## config.mk

```make
export PLATFORM = sky130hd
export DESIGN_NAME = exu_wbck
export DESIGN_NICKNAME = d
export VERILOG_FILES = /design/src/rtl/exu_wbck_pkg.sv /design/src/rtl/exu_wbck_fifo.sv /design/src/rtl/exu_wbck.sv
export SDC_FILE = /design/constraint.sdc
export NUM_CORES = 1
export LEC_CHECK = 0
export CORE_UTILIZATION = 55
export DETAILED_ROUTE_END_ITERATION = 16
export PLACE_DENSITY = 0.86
export SETUP_SLACK_MARGIN = 0.3
export SYNTH_ARGS = -nofsm -noshare
export SYNTH_HDL_FRONTEND = slang
export SYNTH_SLANG_ARGS = --single-unit
```

## constraint.sdc

```tcl
create_clock -name clk -period 4.75 [get_ports clk]
set_clock_uncertainty 0.15 [all_clocks]
set_input_delay 0.95 -clock clk [delete_from_list [all_inputs] [get_ports clk]]
set_output_delay 0.95 -clock clk [all_outputs]
set_load 0.01 [all_outputs]
```

## src/rtl/exu_wbck_pkg.sv

```systemverilog
// Shared configuration for the writeback stage: default widths, CAL FIFO
// depth, starvation limit and the write-source selector type.
package exu_wbck_pkg;

    localparam int CIRNO_XLEN            = 32;
    localparam int CIRNO_RIDX_W          = 5;
    localparam int CIRNO_WBCK_FIFO_DEPTH = 2;
    localparam int CIRNO_WBCK_STARVE_MAX = 3;

    // Which producer owns the regfile write port this cycle.
    typedef enum logic [1:0] {
        WB_SRC_NONE = 2'd0,
        WB_SRC_LSU  = 2'd1,
        WB_SRC_CAL  = 2'd2
    } wb_src_e;

endpackage

```

## src/rtl/exu_wbck_fifo.sv

```systemverilog
// Synchronous FIFO holding pending CAL results ({idx, dat} entries).
// Pointers carry one extra wrap bit so full/empty need no separate counter.
// With CIRNO_WBCK_FWD_EN defined the entry array, head position and
// occupancy are exported for the forwarding search.
module exu_wbck_fifo
    import exu_wbck_pkg::*;
#(
    parameter int W     = CIRNO_RIDX_W + CIRNO_XLEN,
    parameter int DEPTH = CIRNO_WBCK_FIFO_DEPTH
) (
    input  logic             clk,
    input  logic             rst_n,
    input  logic             push,
    input  logic [W-1:0]     din,
    input  logic             pop,
`ifdef CIRNO_WBCK_FWD_EN
    output logic [W-1:0]     ents [DEPTH],
    output logic [$clog2(DEPTH)-1:0] head_pos,
    output logic [$clog2(DEPTH):0]   count,
`endif
    output logic             full,
    output logic             empty,
    output logic [W-1:0]     head
);

    localparam int AW = $clog2(DEPTH);

    logic [AW:0]  wr_ptr_r;
    logic [AW:0]  rd_ptr_r;
    logic [W-1:0] mem_r [DEPTH];

    // Pointer update; both may advance in the same cycle.
    always_ff @(posedge clk or negedge rst_n) begin
        if (!rst_n) begin
            wr_ptr_r <= {(AW+1){1'b0}};
            rd_ptr_r <= {(AW+1){1'b0}};
        end else begin
            if (push && !full) begin
                wr_ptr_r <= wr_ptr_r + {{AW{1'b0}}, 1'b1};
            end else begin
                wr_ptr_r <= wr_ptr_r;
            end
            if (pop && !empty) begin
                rd_ptr_r <= rd_ptr_r + {{AW{1'b0}}, 1'b1};
            end else begin
                rd_ptr_r <= rd_ptr_r;
            end
        end
    end

    // Entry storage, cleared on reset so forwarding never sees stale data.
    always_ff @(posedge clk or negedge rst_n) begin
        if (!rst_n) begin
            for (int i = 0; i < DEPTH; i++) begin
                mem_r[i] <= {W{1'b0}};
            end
        end else if (push && !full) begin
            mem_r[wr_ptr_r[AW-1:0]] <= din;
        end else begin
            mem_r[wr_ptr_r[AW-1:0]] <= mem_r[wr_ptr_r[AW-1:0]];
        end
    end

    assign empty = (wr_ptr_r == rd_ptr_r);
    assign full  = (wr_ptr_r[AW] != rd_ptr_r[AW]) &&
                   (wr_ptr_r[AW-1:0] == rd_ptr_r[AW-1:0]);
    assign head  = mem_r[rd_ptr_r[AW-1:0]];

`ifdef CIRNO_WBCK_FWD_EN
    assign ents     = mem_r;
    assign head_pos = rd_ptr_r[AW-1:0];
    assign count    = wr_ptr_r - rd_ptr_r;
`endif

endmodule

```

## src/rtl/exu_wbck.sv

```systemverilog
// Writeback stage: buffers CAL results, arbitrates LSU vs CAL for one
// registered regfile write per cycle (LSU priority, starvation-limited).
// Optional feature macro: CIRNO_WBCK_FWD_EN adds a forwarding search port.
module exu_wbck
    import exu_wbck_pkg::*;
#(
    parameter int XLEN       = CIRNO_XLEN,
    parameter int RIDX_W     = CIRNO_RIDX_W,
    parameter int FIFO_DEPTH = CIRNO_WBCK_FIFO_DEPTH,
    parameter int STARVE_MAX = CIRNO_WBCK_STARVE_MAX
) (
    input  logic              clk,
    input  logic              rst_n,
    input  logic              hs_cal4wb_val,
    output logic              hs_wb4cal_rdy,
    input  logic [XLEN-1:0]   cal_res,
    input  logic [RIDX_W-1:0] cal_rd,
    input  logic              cal_rdwen,
    input  logic              hs_lsu4wb_val,
    output logic              hs_wb4lsu_rdy,
    input  logic [XLEN-1:0]   lsu_res,
    input  logic [RIDX_W-1:0] lsu_rd,
`ifdef CIRNO_WBCK_FWD_EN
    input  logic [RIDX_W-1:0] fwd_idx,
    output logic              o_fwd_hit,
    output logic [XLEN-1:0]   o_fwd_dat,
`endif
    output logic              o_rf_wen,
    output logic [RIDX_W-1:0] o_rf_widx,
    output logic [XLEN-1:0]   o_rf_wdat,
    output logic              o_wb_idle
);

    localparam int ENT_W = RIDX_W + XLEN;
    localparam int CNT_W = $clog2(STARVE_MAX + 1);

    logic              fifo_full_s;
    logic              fifo_empty_s;
    logic [ENT_W-1:0]  fifo_head_s;
    logic              fifo_push_s;
    logic              fifo_pop_s;
    logic              cal_keep_s;
    logic              cal_src_vld_s;
    logic [RIDX_W-1:0] cal_src_idx_s;
    logic [XLEN-1:0]   cal_src_dat_s;
    logic              starve_s;
    logic              lsu_win_s;
    wb_src_e           wb_src_s;
    logic [CNT_W-1:0]  starve_cnt_r;

`ifdef CIRNO_WBCK_FWD_EN
    localparam int AW = $clog2(FIFO_DEPTH);
    logic [ENT_W-1:0]  fifo_ents_s [FIFO_DEPTH];
    logic [AW-1:0]     fifo_head_pos_s;
    logic [AW:0]       fifo_count_s;
    logic              fwd_hit_s;
    logic [XLEN-1:0]   fwd_dat_s;
`endif

    exu_wbck_fifo #(
        .W     (ENT_W),
        .DEPTH (FIFO_DEPTH)
    ) u_fifo (
        .clk      (clk),
        .rst_n    (rst_n),
        .push     (fifo_push_s),
        .din      ({cal_rd, cal_res}),
        .pop      (fifo_pop_s),
`ifdef CIRNO_WBCK_FWD_EN
        .ents     (fifo_ents_s),
        .head_pos (fifo_head_pos_s),
        .count    (fifo_count_s),
`endif
        .full     (fifo_full_s),
        .empty    (fifo_empty_s),
        .head     (fifo_head_s)
    );

    // Ready only when a slot is free; a full FIFO never passes through.
    assign hs_wb4cal_rdy = ~fifo_full_s;
    // Beats that would not write the regfile are accepted and dropped.
    assign cal_keep_s    = hs_cal4wb_val & hs_wb4cal_rdy & cal_rdwen &
                           (cal_rd != {RIDX_W{1'b0}});
    assign cal_src_vld_s = ~fifo_empty_s | cal_keep_s;
    assign starve_s      = (starve_cnt_r == CNT_W'(STARVE_MAX)) & cal_src_vld_s;
    assign hs_wb4lsu_rdy = ~starve_s;
    assign lsu_win_s     = hs_lsu4wb_val & ~starve_s;

    // CAL candidate: FIFO head keeps order; the live beat bypasses only when empty.
    always_comb begin
        if (fifo_empty_s) begin
            cal_src_idx_s = cal_rd;
            cal_src_dat_s = cal_res;
        end else begin
            cal_src_idx_s = fifo_head_s[ENT_W-1:XLEN];
            cal_src_dat_s = fifo_head_s[XLEN-1:0];
        end
    end

    // Pick the write-port owner for this cycle.
    always_comb begin
        wb_src_s = WB_SRC_NONE;
        if (lsu_win_s) begin
            wb_src_s = WB_SRC_LSU;
        end else if (cal_src_vld_s) begin
            wb_src_s = WB_SRC_CAL;
        end else begin
            wb_src_s = WB_SRC_NONE;
        end
    end

    // A kept beat is stored unless it went straight out through the bypass.
    assign fifo_push_s = cal_keep_s & ~(fifo_empty_s & (wb_src_s == WB_SRC_CAL));
    assign fifo_pop_s  = ~fifo_empty_s & (wb_src_s == WB_SRC_CAL);

    // Count consecutive LSU wins that held back a pending CAL result.
    always_ff @(posedge clk or negedge rst_n) begin
        if (!rst_n) begin
            starve_cnt_r <= {CNT_W{1'b0}};
        end else if (lsu_win_s && cal_src_vld_s) begin
            if (starve_cnt_r != CNT_W'(STARVE_MAX)) begin
                starve_cnt_r <= starve_cnt_r + {{(CNT_W-1){1'b0}}, 1'b1};
            end else begin
                starve_cnt_r <= starve_cnt_r;
            end
        end else begin
            starve_cnt_r <= {CNT_W{1'b0}};
        end
    end

    // Registered regfile write port; index/data hold when idle.
    always_ff @(posedge clk or negedge rst_n) begin
        if (!rst_n) begin
            o_rf_wen  <= 1'b0;
            o_rf_widx <= {RIDX_W{1'b0}};
            o_rf_wdat <= {XLEN{1'b0}};
        end else begin
            case (wb_src_s)
                WB_SRC_LSU: begin
                    o_rf_wen  <= (lsu_rd != {RIDX_W{1'b0}});
                    o_rf_widx <= lsu_rd;
                    o_rf_wdat <= lsu_res;
                end
                WB_SRC_CAL: begin
                    o_rf_wen  <= 1'b1;
                    o_rf_widx <= cal_src_idx_s;
                    o_rf_wdat <= cal_src_dat_s;
                end
                default: begin
                    o_rf_wen  <= 1'b0;
                    o_rf_widx <= o_rf_widx;
                    o_rf_wdat <= o_rf_wdat;
                end
            endcase
        end
    end

    assign o_wb_idle = fifo_empty_s & ~o_rf_wen;

`ifdef CIRNO_WBCK_FWD_EN
    // Search write register first, then FIFO oldest to newest; later hits override.
    always_comb begin
        fwd_hit_s = 1'b0;
        fwd_dat_s = {XLEN{1'b0}};
        if (o_rf_wen && (o_rf_widx == fwd_idx)) begin
            fwd_hit_s = 1'b1;
            fwd_dat_s = o_rf_wdat;
        end else begin
            fwd_hit_s = 1'b0;
        end
        for (int i = 0; i < FIFO_DEPTH; i++) begin
            if (((AW+1)'(i) < fifo_count_s) &&
                (fifo_ents_s[fifo_head_pos_s + AW'(i)][ENT_W-1:XLEN] == fwd_idx)) begin
                fwd_hit_s = 1'b1;
                fwd_dat_s = fifo_ents_s[fifo_head_pos_s + AW'(i)][XLEN-1:0];
            end else begin
                fwd_hit_s = fwd_hit_s;
            end
        end
        if (fwd_idx == {RIDX_W{1'b0}}) begin
            fwd_hit_s = 1'b0;
            fwd_dat_s = {XLEN{1'b0}};
        end else begin
            fwd_hit_s = fwd_hit_s;
        end
    end

    assign o_fwd_hit = fwd_hit_s;
    assign o_fwd_dat = fwd_dat_s;
`endif

endmodule

```

==> results of run 1 <==
-- worst paths after layout --
| path | start | endpoint |
|---|---|---|
| worst max-delay path | cal_rd[1] | hs_wb4lsu_rdy |
| max in group asynchronous | rst_n | u_fifo.mem_r[20] |
| worst max register to register | u_fifo.wr_ptr_r[1] | o_rf_wdat[11] |
| worst min register to register | starve_cnt_r[0] | starve_cnt_r[0] |
| worst min-delay path | starve_cnt_r[0] | starve_cnt_r[0] |
| min in group asynchronous | rst_n | o_rf_wdat[9] |
-- stage by stage --
stage,std cells,worst slack (ps),instance area [um^2]
6_report,714,1009,7355
5_1_grt,714,947.4,7355
4_1_cts,714,1024,7355
3_5_place_dp,682,1027,6734
3_3_place_gp,682,1021,6734
2_1_floorplan,455,2007,5499
-- state kept, by name, summed over array words and instances (netlist names) --
name / flops
u_fifo.mem_r: 74
o_rf_wdat: 32
o_rf_widx: 5
starve_cnt_r: 2
u_fifo.rd_ptr_r: 2
u_fifo.wr_ptr_r: 2
o_rf_wen: 1
-- Yosys cell counts --
cell type / number / area [um^2]
o21ai_1: 2 / 10.01
xnor2_1: 3 / 26.28
nor2b_1: 1 / 6.260
dfrtp_1: 118 / 2953
nor3_1: 1 / 5.000
a21oi_1: 34 / 170.2
buf_4: 6 / 45.04
ha_1: 1 / 12.51
mux2_2: 35 / 394.1
o211ai_1: 1 / 7.510
a31oi_2: 1 / 12.51
o21ai_0: 3 / 15.01
a221oi_1: 32 / 280.3
a31oi_1: 8 / 50.05
nor3b_2: 1 / 12.51
and3_1: 1 / 6.260
nand2_2: 1 / 6.260
clkbuf_1: 1 / 3.750
buf_1: 2 / 7.510
buf_2: 18 / 90.09
nand2_1: 9 / 33.78
mux2i_1: 38 / 380.4
nor2_2: 1 / 6.260
xnor2_2: 1 / 16.27
nor2_1: 75 / 281.5
mux2_4: 10 / 150.1
a211o_1: 4 / 35.03
nand2b_1: 1 / 6.260
a21o_1: 2 / 15.01
mux2_1: 29 / 326.6
nand3_1: 1 / 5.000
xor2_1: 2 / 17.52
o21ai_2: 1 / 8.760
or4_1: 1 / 7.510
or3_1: 2 / 12.51
inv_1: 1 / 3.750
buf_6: 7 / 78.83
-- per-layer routing --
| metal | global-route usage (%) | vias up |
|---|---|---|
| li1 | - | 1878 |
| met1 | 32.34 | 2083 |
| met2 | 46.10 | 147 |
| met3 | 6.293 | 20 |
| met4 | 12.31 | 0 |
| met5 | 0 | - |
-- cells by family (layout without fill, tap and decap cells) --
logic type                 count (synthesis)  after routing
DFF                                      118            118
muxes                                    112            112
and+or+nand+nor                           95             95
AOI/OAI and AO/OA                         88             88
buffers and inverters                     35            161
xor gates and xnor gates                   6              6
adders and majority gates                  1              1
-- power breakdown --
group / leakage, uW / switching, uW / total [uW] / internal [uW]
sequential: 0.00141 / 293 / 1830 / 1530
combinational: 0.00147 / 1040 / 2160 / 1120
clock: 0.000296 / 449 / 1320 / 875
total: 0.00318 / 1780 / 5310 / 3530
-- cell type report --
| cell class | instances | area, um^2 |
|---|---|---|
| Timing Repair Buffer | 128 | 1269 |
| Multi-Input combinational cell | 302 | 2341 |
| Sequential cell | 118 | 2954 |
| Tap cell | 133 | 166.4 |
| Clock inverter | 13 | 178.9 |
| Fill cell | 637 | 2375 |
| Inverter | 1 | 3.754 |
| Clock buffer | 19 | 441.7 |
==> metrics.yaml, run 1 <==
sta:
  fin_crit_sh_pct: 78.77
  final_hold_viol_count: 0
  worst_pin_slew_ps: 1286
  whs_ps: 282.3
  fmax_mhz: 267.3
  slew_headroom_pct: 14.24
  rsz0062_at_grt: "false"
  final.min_clock_period_ps: 3741
  tns_ps: 0
  slew_viol_final: 0
  setup_violations: 0
power:
  totalPowerFinal_uw: 5312
  power.density_mw_per_mm2: 722.3
  ir_worst_vdd_uv: 302.6
  leakagePower_uw: 0.003176
die:
  initial_utilization_pct: 56.52
  die_area_mm2: 0.01040
  fp.dieH_um: 102.0
  row_count: 36
  die_w_um: 102.0
  ios: 120
  coreArea_mm2: 0.009729
finish:
  final_cell_mix: "118 x clkdlybuf4s50_1, 117 x dfrtp_1, 74 x nor2_1"
  final_common_cell: "clkdlybuf4s50_1"
  diodes: 0
  areaGrowthSynthToFinish_pct: 33.74
  layout.nets: 648
  final_core_util_pct: 75.59
  drive_gt1_share_pct: 16.70
detailed_routing:
  wl_um: 13240
  met3_length_um: 573
  dr_wl_met2_um: 6834
  wl_per_cell_um: 18.55
  drt_iter0_markers: 137
  vias: 4128
  highest_layer: "met4"
  drt-met1-wl_um: 5657
  drc_errors: 0
  drt_pass1_iterations: 5
  ant_nets: 0
  viasPerCell: 5.782
synth:
  synth_mux_area_share_pct: 22.75
  synth_compound_area_share_pct: 10.99
  syn_avg_cell_area_um2: 12.09
  yosys.area_share.simple_pct: 7.076
  syn_nets: 535
  synth_top_family_by_area: "multiplexers"
  synth_xor_area_share_pct: 1.092
  yosys_warnings: 0
  ys_seq_area_share_pct: 53.70
  synth_fa_ha_area_share_pct: 0.2275
  synthDistinctLibCells: 37
  ys_seq_elements: 118
  postSynthCellCount: 455
  post_synth_instance_area_mm2: 0.005499
setup_path:
  setup.worst_path.end_class: "output port"
  path_max_fanout: 11
  critPathKind: "in -> out"
  r2r_cells: 5
  required_ps: 3650
  worstPathCellList: "clkdlybuf4s50_1 > nor3_1 > a21oi_1 > buf_4 > o21ai_0 > clkdlybuf4s50_1"
  cp_data_arrival_time_ps: 2640
  cp.depth: 6
  r2r_setup_slack_ps: 1890
  crit_family: "buffers and inverters"
  max_stage_delay_ps: 560
  worstSetupStartpointType: "input pin"
  cp_slowest_cell: "clkdlybuf4s50_1"
  crit_buf_inv: 3
  cpMostUsedCell: "clkdlybuf4s50_1"
global_route:
  grt_pass1_vias: 4428
  antenna_found_initial: 0
  grt_max_degree: 73
  grt_first_pass_wirelength_um: 21050
  grt.overflow.total: 0
  grtUsageTotal_pct: 26.91
cts:
  cts_max_level: 4
  cts.repair.resized: 0
  clkSlewWorstSetupHoldPaths_ps: 50
  clk_latency_ps: 510
  cts_tree: "done"
  clock_path_buffers: 2
  post_cts_buffers: 0
  cts_hold_repair.buffers: 0
  cts_root_buffer: "clkbuf_8"
  clkSinkCount: 118
  numCtsBuffers: 17
place:
  gp_congestion: 0.7532
  hpwl_um: 8371
  placement.io_buffers: 119
hold_path:
  hold_path_class: "reg -> reg"
  worstHoldPathCells: 1
flow_run:
  max_cap_violations: 0
outcome:
  status: "finished clean"
Note: power is estimated with default switching activity, not from simulation.
==> run 2, diff against run 1 <==
Settings changed: CORE_UTILIZATION 55 to 51, PLACE_DENSITY 0.86 to 0.8.
Clock period 4.75 ns to 3.65 ns, I/O delays scaled along.
==> metrics.yaml, run 2 (same netlist as run 1, synthesis figures left out) <==
setup_path:
  crit_family: "buffers and inverters"
  required_ps: 2770
  worstPathCellList: "xnor2_2 > nand2_2 > o21ai_0 > clkdlybuf4s50_1"
  cp_data_arrival_time_ps: 2360
  cp_slowest_cell: "clkdlybuf4s50_1"
  max_stage_delay_ps: 590
  critPathKind: "reg -> out"
  crit_buf_inv: 1
  setup.worst_path.end_class: "output port"
  worstSetupStartpointType: "register"
  path_max_fanout: 17
global_route:
  grt_pass1_vias: 4356
  grt_max_degree: 61
  grtUsageTotal_pct: 25.06
  antenna_found_initial: 0
  grt_first_pass_wirelength_um: 21580
  grt.overflow.total: 0
cts:
  cts_root_buffer: "clkbuf_8"
  numCtsBuffers: 17
  clk_latency_ps: 510
  cts.repair.resized: 0
  post_cts_buffers: 0
  cts_max_level: 4
  cts_tree: "done"
  clkSinkCount: 118
  cts_hold_repair.buffers: 0
  clock_path_buffers: 2
  clkSlewWorstSetupHoldPaths_ps: 60
flow_run:
  max_cap_violations: 0
finish:
  seq_area_mm2: 0.002954
  areaGrowthSynthToFinish_pct: 35.77
  multi_input_area_mm2: 0.002341
  final_common_cell: "clkdlybuf4s50_1"
  fillers: 723
  final_cell_mix: "118 x clkdlybuf4s50_1, 117 x dfrtp_1, 74 x nor2_1"
  largest_register: "u_fifo.mem_r"
  layout.nets: 652
  drive_gt1_share_pct: 17.26
  largest_reg_flops: 74
  reg_top3: "u_fifo.mem_r (74), o_rf_wdat (32), o_rf_widx (5)"
  diodes: 0
detailed_routing:
  drt_iter0_markers: 204
  drt_pass1_iterations: 4
  vias: 4105
  wl_per_cell_um: 18.36
  wl_um: 13240
  viasPerCell: 5.693
  drc_errors: 0
  ant_nets: 0
die:
  die_area_mm2: 0.01120
  fp.dieH_um: 105.8
  row_count: 37
  coreArea_mm2: 0.01037
  ios: 120
  die_w_um: 105.8
  initial_utilization_pct: 53.03
power:
  ir_worst_vdd_uv: 479.0
  power.density_mw_per_mm2: 953.0
  totalPowerFinal_uw: 7115
  leakagePower_uw: 0.003239
sta:
  fin_crit_sh_pct: 88.72
  final.min_clock_period_ps: 3238
  slew_headroom_pct: 48.71
  setup_violations: 0
  fmax_mhz: 308.8
  rsz0062_at_grt: "false"
  worst_pin_slew_ps: 769.3
  tns_ps: 0
  final_hold_viol_count: 0
  slew_viol_final: 0
place:
  gp_congestion: 0.7902
  placement.io_buffers: 119
  hpwl_um: 8151
hold_path:
  hold_path_class: "in -> async"
outcome:
  status: "finished clean"
[run 2: final cells by class]
| type | count | share of cell area (%) |
|---|---|---|
| multi-input combinational | 302 | 31.36 |
| sequential | 118 | 39.57 |
| timing repair buffer | 132 | 17.73 |
| clock buffer | 18 | 5.732 |
| inverter | 1 | 0.05028 |
| tap | 136 | 2.279 |
| clock inverter | 14 | 3.285 |
[run 2: worst register-to-register path, cell delays in order (launching register included)]
cell and delay (ps):
dfrtp_1 450, xnor2_2 250, nand2_2 270, or3_2 800, buf_12 300, nor2_1 160
a21oi_1 80
[run 2: metrics by stage]
| stage | instances | hold slack, ps | utilization, % | area [um^2] | setup slack (ps) |
|---|---|---|---|---|---|
| 2_1_floorplan | 455 | 259.9 | - | 5499 | 1347 |
| 3_3_place_gp | 689 | 271.2 | 65.50 | 6793 | 539.7 |
| 3_5_place_dp | 689 | 286.2 | 65.50 | 6793 | 462.3 |
| 4_1_cts | 721 | 157.2 | 72.00 | 7466 | 406.8 |
| 5_1_grt | 721 | 172.3 | 72.00 | 7466 | 306.0 |
| 6_report | 721 | 125.7 | 72.00 | 7466 | 411.7 |
[run 2: power by group]
part	switching (uW)	internal, uW	total [uW]
clock network	621	1270	1890
logic	1360	1490	2850
registers	379	1990	2370
total	2360	4760	7110
[run 2: path summary, 6_finish.rpt]
path / start / end / slack (ps) / cells past startpoint
setup / recovery: u_fifo.wr_ptr_r[0] / hs_wb4lsu_rdy / 410 / 4
hold / removal: rst_n / o_rf_wdat[7] / 130 / 1
setup reg to reg: u_fifo.wr_ptr_r[0] / o_rf_wdat[12] / 1070 / 6
hold reg to reg: starve_cnt_r[0] / starve_cnt_r[0] / 330 / 1
max in group asynchronous: rst_n / u_fifo.mem_r[52] / 2420 / 2
min in group clk: starve_cnt_r[0] / starve_cnt_r[0] / 330 / 1
[run 2: routing by layer]
metal  track usage, %  vias to the layer above  wire length, um
li1                 -                     1893                -
met1            30.82                     2067             5556
met2            42.39                      127             6821
met3            6.122                       18              643
met4            10.02                        0              214
met5                0                        -                0
